**src/rtl/led_pkg.sv**
```systemverilog
// Shared constants and helpers for the LED activity stretcher.
// Defaults target the 12 MHz board: 1 ms hold tick, 50 ms hold.
package led_pkg;

    localparam int unsigned TICK_DIV_DEF   = 12000;
    localparam int unsigned HOLD_TICKS_DEF = 50;

    // Bits needed to count 0..v-1; never returns less than 1.
    function automatic int unsigned clog2(input int unsigned v);
        int unsigned r;
        r = 0;
        for (int i = 0; i < 32; i++) begin
            if ((64'd1 << i) < 64'(v)) r = i + 1;
        end
        return (r == 0) ? 1 : r;
    endfunction

    typedef logic [clog2(HOLD_TICKS_DEF + 1)-1:0] hold_def_t;

endpackage

```
**src/rtl/led_stretch_cell.sv**
```systemverilog
// One LED's hold counter: reloads on any input change, counts down on
// prescaler ticks and saturates at zero.
module led_stretch_cell
    import led_pkg::*;
#(
    parameter int unsigned pHoldTicks = HOLD_TICKS_DEF
) (
    input  logic clk,
    input  logic rst,
    input  logic tick,
    input  logic in_bit,
    input  logic prev_bit,
    output logic lit,
    output logic busy
);

    localparam int unsigned   HW        = clog2(pHoldTicks + 1);
    localparam logic [HW-1:0] HOLD_LOAD = HW'(pHoldTicks);

    logic [HW-1:0] hold_q;
    logic [HW-1:0] hold_d;
    logic          chg;

    // A change reloads even when a tick lands in the same cycle.
    always_comb begin
        chg    = in_bit ^ prev_bit;
        hold_d = hold_q;
        if (chg) begin
            hold_d = HOLD_LOAD;
        end else if (tick && (hold_q != '0)) begin
            hold_d = hold_q - HW'(1);
        end
    end

    always_ff @(posedge clk or negedge rst) begin
        if (!rst) begin
            hold_q <= '0;
        end else begin
            hold_q <= hold_d;
        end
    end

    assign busy = (hold_q != '0);
    assign lit  = in_bit | busy;

endmodule

```
**src/rtl/led_stretch_pwm.sv**
```systemverilog
// Stretches single-cycle bus events into human-visible LED pulses and
// dims all LED pins with a global PWM brightness setting.
module led_stretch_pwm
    import led_pkg::*;
#(
    parameter int unsigned pLeds      = 8,
    parameter int unsigned pTickDiv   = TICK_DIV_DEF,
    parameter int unsigned pHoldTicks = HOLD_TICKS_DEF,
    parameter int unsigned pPwmBits   = 4
) (
    input  logic                clk,
    input  logic                rst,
    input  logic [pLeds-1:0]    blinkenlights,
    input  logic [pPwmBits-1:0] brightness,
    output logic [pLeds-1:0]    leds,
    output logic                activity
);

    localparam int unsigned   TW        = clog2(pTickDiv);
    localparam logic [TW-1:0] TICK_LAST = TW'(pTickDiv - 1);

    logic [1:0]          rst_sync_q;
    logic                rst_n_sync;
    logic [pLeds-1:0]    prev_q;
    logic [TW-1:0]       tick_cnt_q;
    logic [TW-1:0]       tick_cnt_d;
    logic                tick;
    logic [pPwmBits-1:0] pwm_cnt_q;
    logic [pPwmBits-1:0] pwm_cnt_d;
    logic [pPwmBits-1:0] bright_q;
    logic [pPwmBits-1:0] bright_d;
    logic                pwm_on;
    logic [pLeds-1:0]    lit;
    logic [pLeds-1:0]    busy;
    logic [pLeds-1:0]    leds_q;
    logic [pLeds-1:0]    leds_d;
    logic                activity_q;
    logic                activity_d;

    // Assert passes straight through; release waits two clk edges.
    always_ff @(posedge clk or negedge rst) begin
        if (!rst) begin
            rst_sync_q <= '0;
        end else begin
            rst_sync_q <= {rst_sync_q[0], 1'b1};
        end
    end

    assign rst_n_sync = rst_sync_q[1];

    for (genvar gi = 0; gi < pLeds; gi++) begin : g_cell
        led_stretch_cell #(
            .pHoldTicks(pHoldTicks)
        ) u_cell (
            .clk     (clk),
            .rst     (rst_n_sync),
            .tick    (tick),
            .in_bit  (blinkenlights[gi]),
            .prev_bit(prev_q[gi]),
            .lit     (lit[gi]),
            .busy    (busy[gi])
        );
    end

    // Brightness is only sampled at PWM count 0 so a period is never split.
    always_comb begin
        tick       = (tick_cnt_q == TICK_LAST);
        tick_cnt_d = tick ? '0 : tick_cnt_q + TW'(1);
        pwm_cnt_d  = pwm_cnt_q + pPwmBits'(1);
        bright_d   = (pwm_cnt_q == '0) ? brightness : bright_q;
        pwm_on     = (&bright_q) | (pwm_cnt_q < bright_q);
        leds_d     = lit & {pLeds{pwm_on}};
        activity_d = |busy;
    end

    always_ff @(posedge clk or negedge rst_n_sync) begin
        if (!rst_n_sync) begin
            prev_q     <= '0;
            tick_cnt_q <= '0;
            pwm_cnt_q  <= '0;
            bright_q   <= '0;
            leds_q     <= '0;
            activity_q <= 1'b0;
        end else begin
            prev_q     <= blinkenlights;
            tick_cnt_q <= tick_cnt_d;
            pwm_cnt_q  <= pwm_cnt_d;
            bright_q   <= bright_d;
            leds_q     <= leds_d;
            activity_q <= activity_d;
        end
    end

    assign leds     = leds_q;
    assign activity = activity_q;

endmodule
```
**config.mk**
```make
export PLATFORM = sky130hd
export DESIGN_NAME = led_stretch_pwm
export DESIGN_NICKNAME = d
export VERILOG_FILES = /design/src/rtl/led_pkg.sv /design/src/rtl/led_stretch_cell.sv /design/src/rtl/led_stretch_pwm.sv
export SDC_FILE = /design/constraint.sdc
export NUM_CORES = 1
export LEC_CHECK = 0
export BUFFER_PORTS_ARGS = -buffer_cell sky130_fd_sc_hd__buf_2
export CORE_UTILIZATION = 40
export CTS_CLUSTER_SIZE = 12
export DETAILED_ROUTE_END_ITERATION = 6
export PLACE_DENSITY = 0.61
export SLEW_MARGIN = 10
export SYNTH_ARGS = -nofsm -noshare
export SYNTH_HDL_FRONTEND = slang
export SYNTH_SLANG_ARGS = --single-unit
```
**constraint.sdc**
```tcl
create_clock -name clk -period 3.7 [get_ports clk]
set_clock_uncertainty 0.2 [all_clocks]
set_input_delay 0.555 -clock clk [delete_from_list [all_inputs] [get_ports clk]]
set_output_delay 0.555 -clock clk [all_outputs]
set_load 0.05 [all_outputs]
```
### Yosys cells after proc, flatten, opt, wreduce, memory -nomap -nowiden

Index checks and enable logic that the tools add are counted.

* bits in registers: 89
* output and inout bits: 9

* add/subtract/negate cells: 10
* order comparisons: 1
* equality and inequality tests: 1
* multiplexer cells: 17
* bitwise logic cells: 18
* reductions and logical operators: 27

Operators by type and width (count)
* $mux W6: 16
* $reduce_bool A6 Y1: 8
* $sub A6 B1 Y6 const B: 8
* $reduce_bool A2 Y1: 8
* $add A14 B1 Y14 const B: 1
* $eq A14 B14 Y1 const B: 1
* $mux W14: 1
* $or A1 B1 Y1: 9
* $and A8 B8 Y8: 1
* $logic_and A1 B1 Y1: 8
* $reduce_or A8 Y1: 1
* $xor A1 B1 Y1: 8
* $add A4 B1 Y4 const B: 1
* $logic_not A4 Y1: 1
* $lt A4 B4 Y1: 1
* $reduce_and A4 Y1: 1

### Depth between registers and ports, before layout

* depth after elaboration: 4
* gate-level depth with buffers: 7

### Cells and area by module

A second synthesis with hierarchy kept.

* cell total of the unflattened synthesis: 432
* area, all modules: 4728.3 um^2

Modules (own cells, without submodules)
* led_stretch_cell: instances 8, cells an instance 37, area an instance 389.1 um^2
* led_stretch_pwm: instances 1, cells an instance 136, area an instance 1615.3 um^2

### Least setup slack after synthesis

No wires, ideal clock.

* kind: reg2reg
* start point: reg tick_cnt_q[8]
* end point: reg g_cell[6].u_cell.hold_q[5]
* library setup time: 0.069 ns
* arrival time: 2.015 ns
* data required time: 3.431 ns
* setup slack: 1.416 ns
* cell stages (with the launch flop): 5
* path buffers: 0
* cell sequence: dfrtp_1 -> or4b_4 -> or4_4 -> or4_1 -> nand3_1

* cells in the longest elaborated chain, start to end: 3

RTL lines
* start: declaration: RTL line led_stretch_pwm.sv:25 `logic [TW-1:0] tick_cnt_q;`
* start signal: assignment: RTL line led_stretch_pwm.sv:86 `tick_cnt_q <= tick_cnt_d;`
* $eq A14 B14 Y1: RTL line led_stretch_pwm.sv:67 `tick = (tick_cnt_q == TICK_LAST);`
* $logic_and A1 B1 Y1: RTL line led_stretch_cell.sv:30 `end else if (tick && (hold_q != '0)) begin`
* $reduce_bool A2 Y1 (no source line)
* end signal: assignment: RTL line led_stretch_cell.sv:39 `hold_q <= hold_d;`
* end: declaration: RTL line led_stretch_cell.sv:20 `logic [HW-1:0] hold_q;`

Every way passes these cells.
A chain may end at the register's enable or synchronous reset.

### Final worst setup path

Same ends and word-level chain as after synthesis.

==> flow_summary.yaml <==
status:
  status: "finished clean"
timing:
  finalCritPeriodShare_pct: 67.1
  rsz0062_at_grt: "no"
  max_slew_margin_pct: 32.6
  tns_ns: 0
  final_hold_viol_count: 0
  finalCriticalPeriod_ns: 2.48
  setup_viol: 0
  finalMaxSlewViolations: 0
  fmax_mhz: 402
  worstMarginPinSlew_ns: 1.01
  whs_ns: 0.135
worst_setup_path:
  worstPathArrival_ns: 2.57
  end_kind: "register"
  start_kind: "register"
  critical_path_class: "register to register"
  r2r_end: "g_cell[6].u_cell.hold_q[5]"
  reg2reg_setup_slack_ns: 1.22
  regToRegStartpoint: "tick_cnt_q[8]"
  critPathRequiredTime_ns: 3.79
  crit_path_max_fanout: 13
  reg2regPathDepth: 4
routing:
  drtIter0Drc: 134
  ant_nets: 0
  vias: 3401
  drc: 0
  drt_wl_total_um: 8740
  viasPerCell: 5.56
  dr.pass1.iters: 4
  drt-wirelength-per-cell_um: 14.3
placed_design:
  hpwl_um: 5820
  gp_congestion: 0.784
  port_buffers: 22
  dp_cells: 595
synth:
  synth_nets: 478
  avgSynthCellArea_um2: 10.1
  synth_cells: 442
  synth-warning-count: 0
  synth_edf_count: 0
  synthDistinctLibCells: 38
  synth-async-reset-ratio_pct: 100
  ys_ff_latch: 89
  yosysSeqAreaShare_pct: 49.7
  syn-cell-area_um2: 4490
  synth_ff_type: "dfrtp_1"
power_and_ir_drop:
  power_density_nw_per_um2: 360
  p_leak_nw: 2.24
  ir_drop_mv: 0.226
floorplan:
  dieWidth_um: 108
  core_um2: 10900
  rows: 38
  initial_core_util_pct: 41.2
  die_area_um2: 11600
  fp.dieH_um: 108
  ios: 23
clock_tree:
  root_buffer: "clkbuf_8"
  clkTransAtPathRegs_ns: 0.09
  cts_tree: "built"
  cts_buffer_depth: 2
  cts_num_sinks: 89
  clock_latency_ns: 0.36
  cts_made_buffers: 9
  cts_max_level: 3
  ctsResizeCount: 0
grt:
  grt_overflow: 0
  grt_max_degree: 80
  track_usage_pct: 17.0
  antenna_found_initial: 0
  grt_pass1_vias: 3352
  grt_pass1_wl_um: 15500
finish:
  final_common_cell: "dfrtp_1"
  drive_above_1_share_pct: 9.32
  num_antenna_cells: 0
  layout_common_cells: "dfrtp_1, nand2_1, inv_1, nor2_1, o21ai_1"
  areaGrowthSynthToFinish_pct: 10.5
  n_fill_cell: 1023
  fin_nets: 503
  final_core_util_pct: 45.5
  final_cells: 612
min_path:
  hold_path_depth: 1
  min_from: "blinkenlights[3]"
  holdPathEnd: "prev_q[3]"
  hold_path.class: "primary input to register"
job:
  drv_cap: 0
## flip-flops by register name, summed over array words and instances, names as in the netlist
register              cells
g_cell.u_cell.hold_q     48
pwm_cnt_q                 4
activity                  1
leds                      8
rst_sync_q                2
prev_q                    8
tick_cnt_q               14
bright_q                  4
## metrics by stage
step / instance area, um^2 / worst slack (ns) / total power [mW]
3_3_place_gp: 4750 / 1.25 / 1.13
4_1_cts: 4950 / 1.22 / 1.81
2_1_floorplan: 4490 / 0.838 / 1.09
6_report: 4950 / 1.22 / 1.78
3_5_place_dp: 4750 / 1.25 / 1.13
5_1_grt: 4950 / 1.14 / 1.86
## Yosys cell counts (all sizes together), types with 12 or more instances
cell / count / area share [%]
ha: 22 / 6.1
o21ai: 39 / 4.4
a31oi: 17 / 2.4
and4: 23 / 4.5
inv: 29 / 2.4
nor3: 16 / 1.8
xor2: 14 / 2.7
dfrtp: 89 / 50
nand3: 12 / 1.3
a41oi: 13 / 2.5
nand2: 42 / 3.5
nor2: 26 / 2.2
a21oi: 16 / 1.8
## critical path, stage by stage (launching register included)
cell and delay (ns):
dfrtp_1 0.41, or4b_4 0.57, or4_4 0.65, or4_1 0.49
nand3_1 0.09
## repair_timing
action	in CTS	in global routing
hold endpoints to repair	2	0
setup buffers	0	0
hold buffers	1	0
## kinds of logic after synthesis
| kind of cell | Yosys count | share of synthesized area, % |
|---|---|---|
| AOI/OAI and AO/OA | 95 | 13.1 |
| other | 1 | 0.0836 |
| adders and majority gates | 22 | 6.14 |
| buffers and inverters | 41 | 3.54 |
| DFF | 89 | 49.7 |
| and+or+nand+nor | 159 | 20.3 |
| xor gates and xnor gates | 25 | 4.88 |
| muxes | 10 | 2.26 |
## worst max path at each step
stage | from | cells past startpoint | to
6_report | tick_cnt_q[8] | 4 | g_cell[6].u_cell.hold_q[5]
2_1_floorplan | rst_sync_q[1] | 0 | activity
5_1_grt | tick_cnt_q[8] | 5 | g_cell[0].u_cell.hold_q[3]
3_3_place_gp | tick_cnt_q[8] | 4 | g_cell[6].u_cell.hold_q[5]
3_5_place_dp | tick_cnt_q[8] | 4 | g_cell[6].u_cell.hold_q[5]
4_1_cts | tick_cnt_q[8] | 4 | g_cell[6].u_cell.hold_q[5]
## layout make-up
type,count,area [um^2],area share (%)
clock buffer,12,145,2.93
timing repair buffer,26,143,2.88
sequential,89,2230,45.0
multi-input combinational,312,2100,42.4
clock inverter,4,52.6,1.06
tap,140,175,3.54
inverter,29,109,2.20
## where the power goes
| group | leakage (nW) | internal [mW] | switching, mW | total, mW |
|---|---|---|---|---|
| combinational | 1.08 | 0.0284 | 0.0695 | 0.0979 |
| sequential | 1.06 | 0.986 | 0.0227 | 1.01 |
| clock | 0.101 | 0.333 | 0.343 | 0.675 |
| total | 2.24 | 1.35 | 0.435 | 1.78 |
## per-layer routing
layer	track usage (%)	wire [um]
met4	5.09	91
met1	22.2	4160
met2	27.9	4140
met5	0	0
met3	3.81	340
(Power assumes the default switching activity.)
